==> src/rtl/shape_vote_detector.sv <==
`timescale 1ns/1ps
// shape_vote_detector
//   Finds the dominant colour (red or blue) in each RGB332 camera frame and
//   tracks its bounding box. It measures the object width on three scan lines
//   placed inside the previous frame's box, then classifies the frame as
//   square, triangle, diamond or none. The class is majority-voted over
//   VOTE_FRAMES frames.
//
//   Ports
//     CLK            system clock
//     RESET_N        asynchronous active-low reset
//     PIXEL_IN[7:0]  RGB332 pixel: [7:5] R, [4:2] G, [1:0] B
//     PIXEL_VALID    one-cycle strobe per new pixel
//     VGA_PIXEL_X/Y  coordinates of PIXEL_IN
//     VGA_VSYNC_NEG  high during the active frame; a falling edge ends the frame
//     RESULT[3:0]    [3] blue/red, [2] triangle, [1] square, [0] diamond
//     RESULT_VALID   one-cycle pulse when RESULT is updated
//
//   Optional macro SHAPE_VOTE_BBOX_EN adds two outputs, FIRST_LINE and
//   LAST_LINE. They carry the previous frame's box rows and read 0 while no
//   valid box exists.
module shape_vote_detector #(
    parameter int SCREEN_WIDTH  = 176,
    parameter int SCREEN_HEIGHT = 144,
    parameter int R_MIN         = 4,
    parameter int B_MIN         = 1,
    parameter int G_MAX         = 3,
    parameter int ROW_MIN       = 30,
    parameter int AREA_MIN      = 1500,
    parameter int SQ_TOL        = 10,
    parameter int VOTE_FRAMES   = 8
) (
    input  logic       CLK,
    input  logic       RESET_N,
    input  logic [7:0] PIXEL_IN,
    input  logic       PIXEL_VALID,
    input  logic [9:0] VGA_PIXEL_X,
    input  logic [9:0] VGA_PIXEL_Y,
    input  logic       VGA_VSYNC_NEG,
`ifdef SHAPE_VOTE_BBOX_EN
    output logic [9:0] FIRST_LINE,
    output logic [9:0] LAST_LINE,
`endif
    output logic [3:0] RESULT,
    output logic       RESULT_VALID
);
    typedef enum logic [1:0] {SCAN, CLOSE, CLASSIFY, VOTE} state_t;
    typedef enum logic [1:0] {CLS_NONE, CLS_SQ, CLS_TRI, CLS_DIA} cls_t;

    localparam logic [9:0]  SW_L   = 10'(SCREEN_WIDTH);
    localparam logic [9:0]  SH_L   = 10'(SCREEN_HEIGHT);
    localparam logic [3:0]  RMIN_L = 4'(R_MIN);
    localparam logic [3:0]  BMIN_L = 4'(B_MIN);
    localparam logic [3:0]  GMAX_L = 4'(G_MAX);
    localparam logic [7:0]  ROW_L  = 8'(ROW_MIN);
    localparam logic [15:0] AREA_L = 16'(AREA_MIN);
    localparam logic [7:0]  TOL_L  = 8'(SQ_TOL);
    localparam logic [15:0] VF_L   = 16'(VOTE_FRAMES);

    function automatic logic [15:0] sat_inc16(input logic [15:0] v);
        return (v == 16'hFFFF) ? v : v + 16'd1;
    endfunction

    function automatic logic [7:0] sat_inc8(input logic [7:0] v);
        return (v == 8'hFF) ? v : v + 8'd1;
    endfunction

    function automatic logic [7:0] abs_diff(input logic [7:0] a, input logic [7:0] b);
        return (a > b) ? a - b : b - a;
    endfunction

    state_t      state, state_next;
    logic        vsync_d;
    logic [9:0]  prev_y;
    logic [15:0] area_r, area_b;
    logic [7:0]  row_r, row_b;
    logic [9:0]  top_r, bot_r, top_b, bot_b;
    logic        found_r, found_b;
    logic [7:0]  w0, w1, w2;
    logic [9:0]  ptop, pbot;
    logic        box_valid, pdom_blue;
    cls_t        frame_cls;
    logic        frame_blue;
    logic [15:0] frame_cnt;
    logic [15:0] t_sq, t_tri, t_dia, bl_sq, bl_tri, bl_dia;

    // Pixel colour decode
    logic [3:0] r4, g4, b4;
    logic       red_hit, blue_hit, dom_hit, in_frame, new_row, row_close;
    logic [9:0] h, l0, l1, l2;

    always_comb begin
        r4       = {1'b0, PIXEL_IN[7:5]};
        g4       = {1'b0, PIXEL_IN[4:2]};
        b4       = {2'b00, PIXEL_IN[1:0]};
        red_hit  = (r4 >= RMIN_L) && (g4 < GMAX_L) && (r4 > ((b4 << 1) + 4'd1));
        blue_hit = !red_hit && (b4 >= BMIN_L) && (g4 < GMAX_L) && (b4 > (r4 >> 1));
        dom_hit  = pdom_blue ? blue_hit : red_hit;
        in_frame = PIXEL_VALID && (state == SCAN) && VGA_VSYNC_NEG &&
                   (VGA_PIXEL_X < SW_L) && (VGA_PIXEL_Y < SH_L);
        new_row  = in_frame && (VGA_PIXEL_Y != prev_y);
        // The last row of a frame has no following row, so CLOSE finalises it.
        row_close = new_row || (state == CLOSE);
        h  = pbot - ptop;
        l0 = ptop + (h >> 2);
        l1 = ptop + (h >> 1);
        l2 = ptop + (h >> 1) + (h >> 2);
    end

    // Frame classification
    logic red_ok, blue_ok, dom_ok, dom_blue;
    cls_t cls;

    always_comb begin
        red_ok   = area_r >= AREA_L;
        blue_ok  = area_b >= AREA_L;
        dom_ok   = red_ok || blue_ok;
        dom_blue = blue_ok && (!red_ok || (area_b > area_r));
        cls      = CLS_NONE;
        if (box_valid && dom_ok) begin
            if (abs_diff(w0, w1) <= TOL_L && abs_diff(w1, w2) <= TOL_L &&
                abs_diff(w0, w2) <= TOL_L && w1 != 8'd0)
                cls = CLS_SQ;
            else if (w1 > w0 && w1 > w2)
                cls = CLS_DIA;
            else if (w2 > w1 && w1 >= w0)
                cls = CLS_TRI;
        end
    end

    // Vote tally update and winner selection
    logic [15:0] n_sq, n_tri, n_dia, nb_sq, nb_tri, nb_dia;
    logic        publish, win_sq, win_tri, win_dia, pub_blue;

    always_comb begin
        n_sq = t_sq;  n_tri = t_tri;  n_dia = t_dia;
        nb_sq = bl_sq; nb_tri = bl_tri; nb_dia = bl_dia;
        case (frame_cls)
            CLS_SQ:  begin n_sq  = t_sq + 16'd1;  nb_sq  = bl_sq  + {15'd0, frame_blue}; end
            CLS_TRI: begin n_tri = t_tri + 16'd1; nb_tri = bl_tri + {15'd0, frame_blue}; end
            CLS_DIA: begin n_dia = t_dia + 16'd1; nb_dia = bl_dia + {15'd0, frame_blue}; end
            default: ;
        endcase
        publish = (frame_cnt + 16'd1) == VF_L;
        win_sq  = (n_sq > n_tri) && (n_sq > n_dia);
        win_tri = (n_tri > n_sq) && (n_tri > n_dia);
        win_dia = (n_dia > n_sq) && (n_dia > n_tri);
        // Blue only with a strict majority of the winner's frames; ties go to red.
        pub_blue = (win_sq  && ({nb_sq[14:0], 1'b0}  > n_sq))  ||
                   (win_tri && ({nb_tri[14:0], 1'b0} > n_tri)) ||
                   (win_dia && ({nb_dia[14:0], 1'b0} > n_dia));
    end

    always_comb begin
        state_next = state;
        case (state)
            SCAN:     if (vsync_d && !VGA_VSYNC_NEG) state_next = CLOSE;
            CLOSE:    state_next = CLASSIFY;
            CLASSIFY: state_next = VOTE;
            VOTE:     state_next = SCAN;
            default:  state_next = SCAN;
        endcase
    end

    always_ff @(posedge CLK or negedge RESET_N) begin
        if (!RESET_N) state <= SCAN;
        else          state <= state_next;
    end

    always_ff @(posedge CLK or negedge RESET_N) begin
        if (!RESET_N) begin
            vsync_d <= 1'b0;  prev_y <= '0;
            area_r <= '0;  area_b <= '0;  row_r <= '0;  row_b <= '0;
            top_r <= '0;  bot_r <= '0;  top_b <= '0;  bot_b <= '0;
            found_r <= 1'b0;  found_b <= 1'b0;
            w0 <= '0;  w1 <= '0;  w2 <= '0;
            ptop <= '0;  pbot <= '0;  box_valid <= 1'b0;  pdom_blue <= 1'b0;
            frame_cls <= CLS_NONE;  frame_blue <= 1'b0;  frame_cnt <= '0;
            t_sq <= '0;  t_tri <= '0;  t_dia <= '0;
            bl_sq <= '0; bl_tri <= '0; bl_dia <= '0;
            RESULT <= '0;  RESULT_VALID <= 1'b0;
        end else begin
            vsync_d      <= VGA_VSYNC_NEG;
            RESULT_VALID <= 1'b0;
            if (in_frame) begin
                prev_y <= VGA_PIXEL_Y;
                if (red_hit)  area_r <= sat_inc16(area_r);
                if (blue_hit) area_b <= sat_inc16(area_b);
                if (dom_hit && VGA_PIXEL_Y == l0) w0 <= sat_inc8(w0);
                if (dom_hit && VGA_PIXEL_Y == l1) w1 <= sat_inc8(w1);
                if (dom_hit && VGA_PIXEL_Y == l2) w2 <= sat_inc8(w2);
            end
            if (row_close) begin
                if (row_r >= ROW_L) begin
                    if (!found_r) begin top_r <= prev_y; found_r <= 1'b1; end
                    bot_r <= prev_y;
                end
                if (row_b >= ROW_L) begin
                    if (!found_b) begin top_b <= prev_y; found_b <= 1'b1; end
                    bot_b <= prev_y;
                end
                row_r <= {7'd0, in_frame && red_hit};
                row_b <= {7'd0, in_frame && blue_hit};
            end else if (in_frame) begin
                if (red_hit)  row_r <= sat_inc8(row_r);
                if (blue_hit) row_b <= sat_inc8(row_b);
            end
            // Classification stage: the box only becomes valid if a qualifying row exists.
            if (state == CLASSIFY) begin
                frame_cls  <= cls;
                frame_blue <= dom_blue;
                pdom_blue  <= dom_blue;
                box_valid  <= dom_ok && (dom_blue ? found_b : found_r);
                ptop       <= dom_blue ? top_b : top_r;
                pbot       <= dom_blue ? bot_b : bot_r;
            end
            // Vote stage
            if (state == VOTE) begin
                area_r <= '0;  area_b <= '0;  row_r <= '0;  row_b <= '0;
                top_r <= '0;  bot_r <= '0;  top_b <= '0;  bot_b <= '0;
                found_r <= 1'b0;  found_b <= 1'b0;
                w0 <= '0;  w1 <= '0;  w2 <= '0;  prev_y <= '0;
                if (publish) begin
                    RESULT       <= {pub_blue, win_tri, win_sq, win_dia};
                    RESULT_VALID <= 1'b1;
                    frame_cnt <= '0;
                    t_sq <= '0;  t_tri <= '0;  t_dia <= '0;
                    bl_sq <= '0; bl_tri <= '0; bl_dia <= '0;
                end else begin
                    frame_cnt <= frame_cnt + 16'd1;
                    t_sq <= n_sq;  t_tri <= n_tri;  t_dia <= n_dia;
                    bl_sq <= nb_sq; bl_tri <= nb_tri; bl_dia <= nb_dia;
                end
            end
        end
    end

`ifdef SHAPE_VOTE_BBOX_EN
    assign FIRST_LINE = box_valid ? ptop : 10'd0;
    assign LAST_LINE  = box_valid ? pbot : 10'd0;
`endif

endmodule

==> config.mk <==
export PLATFORM = sky130hd
export DESIGN_NAME = shape_vote_detector
export DESIGN_NICKNAME = d
export VERILOG_FILES = /design/src/rtl/shape_vote_detector.sv
export SDC_FILE = /design/constraint.sdc
export NUM_CORES = 1
export LEC_CHECK = 0
export ABC_CLOCK_PERIOD_IN_PS = 6350
export CORE_ASPECT_RATIO = 1.75
export CORE_MARGIN = 2
export CORE_UTILIZATION = 35
export DETAILED_ROUTE_END_ITERATION = 8
export PLACE_DENSITY = 0.59
export SLEW_MARGIN = 5
export SYNTH_ARGS = -nofsm -noshare
export SYNTH_HDL_FRONTEND = slang
export SYNTH_SLANG_ARGS = --single-unit
==> constraint.sdc <==
create_clock -name CLK -period 6.35 [get_ports CLK]
set_clock_uncertainty 0.15 [all_clocks]
set_input_delay 0.635 -clock CLK [delete_from_list [all_inputs] [get_ports CLK]]
set_output_delay 0.635 -clock CLK [all_outputs]
set_load 0.005 [all_outputs]
; ---- Yosys cells after proc, flatten, opt, wreduce, memory -nomap -nowiden
; Index checks and enable logic that the tools add are counted.
[word_totals]
regBits = 268
latch_bits = 0
ramBits = 0
mem_bits_ro = 0
input_bits = 32
out_inout_bits = 5
word_cells = 266
n_memories = 0
[classes]
add_sub_neg = 25
n_mul = 0
div = 0
order_cmp = 30
n_eq_ne = 28
shifts = 0
mux = 80
bitwise_logic = 0
n_reduce_logical = 70
[op_table]
columns = cell, n
row1 = 16-bit 2-to-1 mux, 21
row2 = 8-bit 2-to-1 mux, 25
row3 = 10-bit 2-to-1 mux, 18
row4 = 16-bit greater-than comparator, 10
row5 = 16-bit by 1-bit adder with 16-bit output (second input constant), 6
row6 = 16-bit by 1-bit adder with 16-bit output, 3
row7 = 8-bit subtractor, 6
row8 = 8-bit by 1-bit adder with 8-bit output (second input constant), 5
row9 = 8-bit equality test (second input constant), 5
row10 = 8-bit greater-than comparator, 5
row11 = 16-bit equality test (second input constant), 2
row12 = 16-bit by 11-bit >= comparator with 1-bit output (second input constant), 2
row13 = 10-bit equality test, 3
row14 = 1-bit logical AND, 30
row15 = 3-bit AND reduction, 9
row16 = 8-bit by 4-bit <= comparator with 1-bit output (second input constant), 3
row17 = 2-bit nonzero test, 12
row18 = 10-bit by 8-bit adder with 10-bit output, 2
row19 = 10-bit by 8-bit < comparator with 1-bit output (second input constant), 2
row20 = 16-bit by 4-bit equality test with 1-bit output (second input constant), 1
row21 = 8-bit by 5-bit >= comparator with 1-bit output (second input constant), 2
row22 = 2-bit by 1-bit != test with 1-bit output (second input constant), 8
row23 = 2-bit AND reduction, 6
row24 = 10-bit by 9-bit adder with 10-bit output, 1
row25 = other kinds (20), 46

; ---- Longest topological paths before layout
; Gate-level depths: netlist of run 1.
[logic_depth]
ltp_word = 12
ltp_mapped = 24
depth_no_buf = 23

; ---- Least setup slack after synthesis of run 1
; No wires, ideal clock.
[synth_path]
path_kind = flip-flop to flip-flop
start = register ptop[1]
end = register w2[3]
setup_ns = 0.078
arrival_ns = 4.923
t_required_ns = 6.122
setup_slack_ns = 1.199
path_stages_with_launch = 24
path_buffers = 2
synth_period_minus_slack_ns = 5.151
path_cell_list = dfrtp_1 > inv_1 > ha_1 > inv_1 > o21bai_1 > a21oi_1 > nor2b_1 > o21a_1 > o21a_1 > nor2_1 > ha_1 > clkbuf_1 > nand2_1 > a21oi_1 > a211oi_1 > xnor2_1 > ha_1 > xor2_1 > xnor2_1 > or4_1 > or3_1 > buf_2 > or4_1 > a21oi_1
[synth_between]
elab_chain_len = 7
[synth_rtl]
columns = element, line_no
row1 = "start, declared", 80  ; logic [9:0] ptop, pbot;
row2 = "start signal, assigned", 214  ; ptop <= dom_blue ? top_b : top_r;
row3 = 10-bit subtractor, 104  ; h = pbot - ptop;
row4 = 10-bit by 9-bit adder with 10-bit output, 107  ; l2 = ptop + (h >> 1) + (h >> 2);
row5 = 10-bit by 8-bit adder with 10-bit output (*), 107
row6 = 10-bit equality test (*), 191  ; if (dom_hit && VGA_PIXEL_Y == l2) w2 <= sat_inc8(w2);
row7 = 1-bit logical AND (*), 191
row8 = 2-bit nonzero test (no source line) (*), --
row9 = 3-bit AND reduction (no source line) (*), --
row10 = "end signal, assigned", 191
row11 = "end, declared", 79  ; logic [7:0] w0, w1, w2;
; Every way passes the cells marked *; elsewhere a longest branch is shown, timed or not.
; A chain may end at the register's enable or synchronous reset.

; ---- Worst setup path after layout of run 1
; Ends and elaborated chain as after synthesis.

==> flow_summary.json, run 1 <==
{
  "final_antenna_net_count": 0,
  "viasPerCell": 5.43,
  "rsz0062_at_grt": "no",
  "synth.top_cell.area_share": 0.325,
  "clk_pin_slew_worst_paths_ns": 0.07,
  "grt_pass1_vias": 17400,
  "timing.fmax_mhz": 171,
  "cp-end-kind": "flop",
  "track_usage": 0.182,
  "leakagePower_nw": 9.95,
  "powerDensity_nw_per_um2": 451,
  "gp_congestion": 0.894,
  "drive_gt1_frac": 0.0512,
  "die_w_um": 187,
  "syn2layout_area_growth_pct": 10.1,
  "yosys-top-cells-area": "dfrtp_1, ha_1, xnor2_1",
  "crit_chain": "inv_1, ha_1, inv_1, o21bai_1, a21oi_1, xnor2_1, ha_1, nor2b_1, o21ai_0, a21oi_1, a211oi_1, xnor2_1, ha_1, xor2_1, xnor2_1, or4_1, or3_1, or4_1, a21oi_1",
  "finalWirelength_um": 55200,
  "path_max_fanout": 9,
  "hold_slack_ns": -0.0431,
  "yosysUniqueCellTypes": 72,
  "core_sq_um": 58000,
  "ys_seq_elements": 265,
  "worstSkewPairLatency_ns": 0.58,
  "slew_headroom": 0.157,
  "final_area_sq_um": 22500,
  "routedWlPerCell_um": 17.7,
  "async_flop_share": 1.00,
  "criticalPathCategory": "reg2reg",
  "die_y_um": 323,
  "netlist_area_sq_um": 20400,
  "synth_cells": 2338,
  "worstPathArrival_ns": 6.19,
  "first_pass_iters": 5,
  "maxCapViolCount": 0,
  "postCtsHoldBufs": 0,
  "portBuffers": 32,
  "final_nets": 2587,
  "hpwlAfterDp_um": 41400,
  "setup_viol": 0,
  "syn_area_per_cell_sq_um": 8.73,
  "final_common_cell": "dfrtp_1",
  "violations": "negative hold slack",
  "htreeDepth": 1,
  "required_ns": 6.70,
  "mostFrequentLayoutCells": "dfrtp_1, nand2_1, ha_1",
  "min_path_type": "in2async",
  "antenna_found_initial": 0,
  "post_cts_buffers": 0,
  "ys_seq_area_frac": 0.325,
  "grt_pass1_wl_um": 89700,
  "r2r_setup_slack_ns": 0.51,
  "status": "complete, but fails checks",
  "diodes": 0,
  "startpoint_type": "flop",
  "die_area_sq_um": 60300,
  "ys_dominant_reg_cell": "dfrtp_1",
  "start_util": 0.352,
  "min_period_ns": 5.84,
  "clkSinkCount": 265,
  "drc": 0,
  "grt_max_degree": 140,
  "clockRootBuffer": "clkbuf_16",
  "placedInstanceArea_sq_um": 21500,
  "numCtsBuffers": 29,
  "slowest_stage": "or4_1",
  "slew_viol_final": 0,
  "rows": 117,
  "drtIter0Drc": 999,
  "fin_crit_sh": 0.920,
  "utilization": 0.388,
  "grt_overflow": 0,
  "synth_edf_count": 0,
  "cts_tree": "done",
  "critPathMaxStageDelay_ns": 0.53,
  "worst_pin_slew_ns": 1.25,
  "io_pins": 37,
  "irDropWorstVdd_v": 0.000804,
  "synth_top_cell_by_area": "dfrtp_1",
  "fin_tns_setup_ns": 0,
  "r2r_cells": 19,
  "synth_nets": 2602,
  "hold_violations": 12,
  "cts_resized": 0,
  "ys_warn_count": 0,
  "num_vias": 16900,
  "clk_path_buf_depth": 3
}
critical path: cells and delay by family, from the launching register on:
| kind | cells | cell delay (ns) |
|---|---|---|
| compound gates | 6 | 1.35 |
| buf+inv | 2 | 0.19 |
| flops | 1 | 0.45 |
| simple gates | 4 | 1.71 |
| fa+ha+maj | 3 | 0.96 |
| xor+xnor | 4 | 0.95 |
sequential cells by signal (all words and copies together), names as in the netlist, 15 cells and up:
signal     count
bl_dia        15
t_sq          16
area_r        16
area_b        16
bl_tri        15
frame_cnt     16
bl_sq         15
t_dia         16
t_tri         16
layer usage:
metal / vias to the layer above / wire length, um / track usage / part of all wire
met2: 331 / 30200 / 0.367 / 0.55
met5: - / 0 / 0 / 0
met3: 153 / 1270 / 0.0144 / 0.023
met4: 0 / 3190 / 0.100 / 0.058
li1: 8219 / - / - / -
met1: 8227 / 20500 / 0.182 / 0.37
metrics by stage:
step,cells,worst slack (ns),power (mW)
floorplan,2338,1.20,7.11
global route,3117,0.136,11.0
global placement,3065,0.560,8.32
detailed placement,3065,0.511,8.39
finish,3117,0.508,10.1
CTS,3117,0.485,10.2
cell usage after synthesis, types with 62 or more instances:
library cell	number
a21oi_1	126
clkbuf_1	91
dfrtp_1	265
ha_1	222
inv_1	142
nand2_1	248
nand3_1	78
nand4_1	62
nor2_1	164
o21ai_0	167
xnor2_1	141
xor2_1	80
logic make-up after synthesis:
logic type                 count (synthesis)  synth area share
AOI/OAI and AO/OA                        521             0.160
xor gates and xnor gates                 225            0.0993
adders and majority gates                232             0.146
buffers and inverters                    238            0.0440
DFF                                      265             0.325
muxes                                     77            0.0397
and+or+nand+nor                          780             0.186
layout make-up:
cell class,instances,area [sq um]
clock buffer,37,776
clock inverter,15,173
fill,5863,35500
inverter,142,533
multi-input combinational,1835,12900
sequential,265,6630
tap,773,967
timing repair buffer,50,473
report_power, final:
group,internal (mW),switching (mW),total (mW)
combinational,2.73,3.68,6.41
sequential,1.82,0.165,1.99
clock,0.987,0.741,1.73
total,5.54,4.59,10.1
final timing paths:
kind | from | end
max in group asynchronous | RESET_N | area_b[0]
min in group CLK | RESULT[0] | RESULT[0]
min reg2reg | RESULT[0] | RESULT[0]
max | ptop[1] | w2[3]
max reg2reg | ptop[1] | w2[3]
min | RESET_N | bl_dia[12]
(Power assumes the default switching activity.)
==> run 2, diff against run 1 <==
==> config.mk (replaced) <==
export PLATFORM = sky130hd
export DESIGN_NAME = shape_vote_detector
export DESIGN_NICKNAME = d
export VERILOG_FILES = /design/src/rtl/shape_vote_detector.sv
export SDC_FILE = /design/constraint.sdc
export NUM_CORES = 1
export LEC_CHECK = 0
export ABC_CLOCK_PERIOD_IN_PS = 7300
export CORE_ASPECT_RATIO = 1.4
export CORE_MARGIN = 2
export CORE_UTILIZATION = 35
export DETAILED_ROUTE_END_ITERATION = 8
export PLACE_DENSITY = 0.59
export SLEW_MARGIN = 10
export SYNTH_ARGS = -nofsm -noshare
export SYNTH_HDL_FRONTEND = slang
export SYNTH_SLANG_ARGS = --single-unit
==> constraint.sdc (replaced) <==
create_clock -name CLK -period 7.3 [get_ports CLK]
set_clock_uncertainty 0.15 [all_clocks]
set_input_delay 0.73 -clock CLK [delete_from_list [all_inputs] [get_ports CLK]]
set_output_delay 0.73 -clock CLK [all_outputs]
set_load 0.005 [all_outputs]
==> run 2 against run 1 <==
Compared with the run above:
- the flow still finishes with violations (negative hold slack)
- first-iteration DRC count decreased by 13%
- sequential power fell by 14%
- utilization increased by 0.43 points
- hold slack better by 0.042 ns
- register-to-register slack gained 1.1 ns
- final cell count shrank 0.80%
- maximum frequency rose by 1.8%
- via count down 0.82%
- critical path depth unchanged
- sequential cell count unchanged
- sequential share of layout area fell by 0.16 points
- critical path type unchanged
==> flow_summary.json, run 2 (same netlist as run 1, synthesis figures left out) <==
{
  "grt_max_degree": 134,
  "num_vias": 16800,
  "layout_setup_ws_ns": 1.56,
  "path_max_fanout": 9,
  "final_antenna_net_count": 0,
  "grt_overflow": 0,
  "powerDensity_nw_per_um2": 401,
  "reg2reg_to": "w2[3]",
  "io_pins": 37,
  "hpwlAfterDp_um": 39400,
  "rsz0062_at_grt": "no",
  "syn2layout_area_growth_pct": 10.7,
  "dp_cells": 3033,
  "die_y_um": 290,
  "crit_chain": "inv_1, ha_1, inv_1, o21bai_1, a21oi_1, xnor2_1, ha_1, nor2b_1, o21ai_0, a21oi_1, a211oi_1, xnor2_1, ha_1, xor2_1, xnor2_1, or4_1, or3_1, or4_1, a21oi_1",
  "htreeDepth": 2,
  "fin_cells": 3092,
  "die_area_sq_um": 60300,
  "start_util": 0.354,
  "r2r_setup_slack_ns": 1.56,
  "slew_viol_final": 0,
  "rows": 104,
  "fin_crit_sh": 0.786,
  "status": "complete, but fails checks",
  "portBuffers": 32,
  "drc": 0,
  "hold_slack_ns": -0.00152,
  "violations": "negative hold slack",
  "gp_congestion": 0.873,
  "finalWirelength_um": 53500,
  "p_comb_frac": 0.622,
  "timing.fmax_mhz": 174,
  "cp-end-kind": "flop",
  "clockRootBuffer": "clkbuf_16",
  "routedWlPerCell_um": 17.3,
  "drtIter0Drc": 868,
  "required_ns": 7.63,
  "viasPerCell": 5.43,
  "r2r_cells": 19,
  "die_w_um": 208,
  "cts_tree": "done",
  "grt_pass1_wl_um": 87100,
  "track_usage": 0.178,
  "diodes": 0,
  "critPathMaxStageDelay_ns": 0.54,
  "clk_path_buf_depth": 3,
  "criticalPathCategory": "reg2reg",
  "p_int_mw": 4.97,
  "first_pass_iters": 6,
  "startpoint_type": "flop",
  "utilization": 0.392,
  "antenna_found_initial": 0,
  "worstPathArrival_ns": 6.07,
  "core_sq_um": 57600,
  "slowest_stage": "or3_1",
  "irDropWorstVdd_v": 0.000855,
  "pre_cts_slack_ns": 1.63,
  "fin_tns_setup_ns": 0,
  "final_common_cell": "dfrtp_1",
  "maxCapViolCount": 0,
  "clk_pin_slew_worst_paths_ns": 0.06,
  "mostFrequentLayoutCells": "dfrtp_1, nand2_1, ha_1",
  "post_cts_buffers": 0,
  "clock_power_share": 0.188,
  "clkSinkCount": 265,
  "worstSkewPairLatency_ns": 0.57,
  "switching_share": 0.452,
  "drive_gt1_frac": 0.0536,
  "setup_viol": 0,
  "worst_pin_slew_ns": 1.05,
  "postCtsHoldBufs": 0,
  "r2r_start": "ptop[1]",
  "power_frac_seq": 0.190,
  "p_sw_mw": 4.09,
  "grt_pass1_vias": 16800,
  "cts_resized": 0,
  "leakagePower_nw": 10.0,
  "min_path_type": "in2async",
  "slew_headroom": 0.295,
  "numCtsBuffers": 34,
  "final_nets": 2591,
  "hold_violations": 3,
  "min_period_ns": 5.74
}
-- run 2: power groups by stage --
stage	clock (mW)	combinational [mW]	sequential, mW
floorplan	0	4.49	1.69
global placement	0	5.45	1.74
detailed placement	0	5.55	1.75
CTS	1.75	5.61	1.72
global route	1.81	6.29	1.74
finish	1.70	5.63	1.72
-- run 2: stage by stage --
stage / instance area [sq um] / power [mW] / hold slack [ns]
floorplan: 20400 / 6.18 / 0.284
global placement: 21500 / 7.19 / 0.310
detailed placement: 21500 / 7.30 / 0.319
CTS: 22600 / 9.08 / 0.0200
global route: 22600 / 9.85 / 0.0510
finish: 22600 / 9.06 / -0.00152
-- run 2: critical path: cells and delay by family, from the launching register on --
family	cells	cell delay (ns)
adder cells (fa/ha/maj)	3	0.97
flip-flops	1	0.46
XOR/XNOR	4	0.97
buffers and inverters	2	0.20
AO/OA/AOI/OAI	6	1.19
AND/OR/NAND/NOR	4	1.71
-- run 2: layout make-up --
class / instances / area (sq um)
clock buffers: 43 / 915
repair buffers: 49 / 465
multi-input cells: 1835 / 12900
flip-flops and latches: 265 / 6630
inverters: 142 / 533
fillers: 5736 / 35100
well taps: 742 / 928
clock inverters: 16 / 200
-- run 2: metal layers --
| layer | track usage | up-vias | part of all wire |
|---|---|---|---|
| li1 | - | 8251 | - |
| met5 | 0 | - | 0 |
| met2 | 0.346 | 273 | 0.53 |
| met4 | 0.0662 | 0 | 0.032 |
| met1 | 0.196 | 8173 | 0.40 |
| met3 | 0.0240 | 94 | 0.028 |
-- run 2: worst max path at each step --
stage | to | from | slack, ns | cells past startpoint
floorplan | w2[3] | ptop[1] | 2.15 | 23
global placement | w2[3] | ptop[1] | 1.59 | 21
detailed placement | w2[3] | ptop[1] | 1.63 | 19
CTS | w2[3] | ptop[1] | 1.55 | 19
global route | w2[3] | ptop[1] | 1.16 | 23
finish | w2[3] | ptop[1] | 1.56 | 19
==> run 3, diff against run 2 <==
--- a/config.mk
+++ b/config.mk
@@ -5,7 +5,7 @@
 export SDC_FILE = /design/constraint.sdc
 export NUM_CORES = 1
 export LEC_CHECK = 0
-export ABC_CLOCK_PERIOD_IN_PS = 7300
+export ABC_CLOCK_PERIOD_IN_PS = 5500
 export CORE_ASPECT_RATIO = 1.4
 export CORE_MARGIN = 2
 export CORE_UTILIZATION = 35
==> constraint.sdc (replaced) <==
create_clock -name CLK -period 5.5 [get_ports CLK]
set_clock_uncertainty 0.15 [all_clocks]
set_input_delay 0.55 -clock CLK [delete_from_list [all_inputs] [get_ports CLK]]
set_output_delay 0.55 -clock CLK [all_outputs]
set_load 0.005 [all_outputs]
==> run 3 against run 2 <==
Compared with the run above:
- the run now ends clean
- maximum frequency is 11% higher
- utilization is 0.36 points higher
- critical path type unchanged
- sequential cell count stayed put
- critical endpoint unchanged
- sequential power is 33% higher
- largest power group unchanged
- sequential share of layout area is 0.26 points lower
- routed wire length is 0.17% higher
- non-clock buffer count is 25 higher
==> flow_summary.json, run 3 (same netlist as run 1, synthesis figures left out) <==
{
  "status": "finished clean",
  "num_vias": 17000,
  "die_w_um": 208,
  "path_max_fanout": 9,
  "slew_headroom": 0.300,
  "grt_max_degree": 130,
  "layout_setup_ws_ns": 0.316,
  "hold_violations": 0,
  "clock_power_share": 0.183,
  "track_usage": 0.178,
  "antenna_found_initial": 0,
  "first_pass_iters": 4,
  "diodes": 0,
  "worstSkewPairLatency_ns": 0.59,
  "final_common_cell": "dfrtp_1",
  "p_sw_mw": 5.32,
  "grt_pass1_wl_um": 88300,
  "cp-end-kind": "flop",
  "critPathMaxStageDelay_ns": 0.53,
  "fin_cells": 3115,
  "leakagePower_nw": 10.2,
  "start_util": 0.354,
  "routedWlPerCell_um": 17.2,
  "dp_cells": 3057,
  "finalWirelength_um": 53600,
  "syn2layout_area_growth_pct": 11.7,
  "numCtsBuffers": 31,
  "clk_path_buf_depth": 3,
  "fin_crit_sh": 0.943,
  "min_path_type": "reg2reg",
  "viasPerCell": 5.45,
  "switching_share": 0.438,
  "gp_congestion": 0.901,
  "final_nets": 2613,
  "criticalPathCategory": "reg2reg",
  "die_area_sq_um": 60300,
  "core_sq_um": 57600,
  "htreeDepth": 1,
  "slowest_stage": "or4_1",
  "startpoint_type": "flop",
  "worstPathArrival_ns": 5.54,
  "grt_pass1_vias": 17500,
  "maxCapViolCount": 0,
  "worst_pin_slew_ns": 1.05,
  "grt_overflow": 0,
  "hpwlAfterDp_um": 39700,
  "timing.fmax_mhz": 193,
  "final_antenna_net_count": 0,
  "final_area_sq_um": 22800,
  "drtIter0Drc": 876,
  "power_frac_seq": 0.187,
  "powerDensity_nw_per_um2": 533,
  "clk_pin_slew_worst_paths_ns": 0.06,
  "drc": 0,
  "setup_viol": 0,
  "p_comb_frac": 0.630,
  "pre_cts_slack_ns": 0.0826,
  "slew_viol_final": 0,
  "required_ns": 5.86,
  "mostFrequentLayoutCells": "dfrtp_1, nand2_1, ha_1",
  "p_int_mw": 6.82,
  "rows": 104,
  "min_period_ns": 5.18,
  "irDropWorstVdd_v": 0.000870,
  "io_pins": 37,
  "placedInstanceArea_sq_um": 21700,
  "die_y_um": 290,
  "hold_slack_ns": 0.326,
  "drive_gt1_frac": 0.0662,
  "crit_chain": "nor2b_1, fa_1, nor2b_1, o21ai_0, nand2b_1, a21o_1, a21o_1, xor2_2, ha_1, nand2_1, a21oi_1, a211oi_2, xnor2_1, ha_1, xor2_1, xnor2_1, or4_1, or3_4, or4_1, a21oi_1",
  "power_mw": 12.1,
  "cts_tree": "done",
  "portBuffers": 32,
  "clkSinkCount": 265,
  "clockRootBuffer": "clkbuf_16",
  "post_cts_buffers": 0
}
## run 3: layer usage
layer  part of all wire  global-route usage
met1               0.40               0.193
met2               0.52               0.344
met3              0.027              0.0146
met4              0.055              0.0996
met5                  0                   0
## run 3: metrics by stage
step / utilization / TNS, ns
global route: 0.395 / -0.00546
detailed placement: 0.376 / 0
floorplan: - / 0
finish: 0.395 / 0
global placement: 0.376 / 0
CTS: 0.395 / 0
## run 3: path summary, 6_finish.rpt
kind | slack, ns | endpoint | startpoint | cells after the start
hold reg to reg | 0.33 | RESULT[2] | RESULT[2] | 2
max in group asynchronous | 3.35 | t_tri[13] | RESET_N | 3
setup / recovery | 0.32 | w2[3] | pbot[0] | 20
min in group asynchronous | 0.41 | w2[3] | RESET_N | 2
hold / removal | 0.33 | RESULT[2] | RESULT[2] | 2
setup reg to reg | 0.32 | w2[3] | pbot[0] | 20
## run 3: power groups by stage
stage | Sequential [mW] | Clock [mW] | Combinational (mW)
after floorplan | 2.24 | 0 | 5.96
after global placement | 2.30 | 0 | 7.47
after detailed placement | 2.31 | 0 | 7.56
after CTS | 2.27 | 2.28 | 7.61
after global routing | 2.30 | 2.35 | 8.50
final | 2.28 | 2.22 | 7.65
## run 3: layout make-up
| type | count | area [sq um] |
|---|---|---|
| inverters | 142 | 533 |
| multi-input cells | 1835 | 12900 |
| repair buffers | 74 | 668 |
| well taps | 742 | 928 |
| clock inverters | 19 | 245 |
| flip-flops and latches | 265 | 6630 |
| clock buffers | 38 | 842 |
| fillers | 5754 | 34900 |
## run 3: timing repair
action	in CTS	in global routing
gates resized for setup	0	7
hold endpoints to repair	108	0
setup endpoints to repair	0	6
hold buffers	1	0
## run 3: worst max-delay path: cells and delay by family, from the launching register on
family | cells | cell delay, ns
xor gates and xnor gates | 4 | 0.70
adders and majority gates | 3 | 0.86
and+or+nand+nor | 7 | 1.92
DFF | 1 | 0.38
AOI/OAI and AO/OA | 6 | 1.09
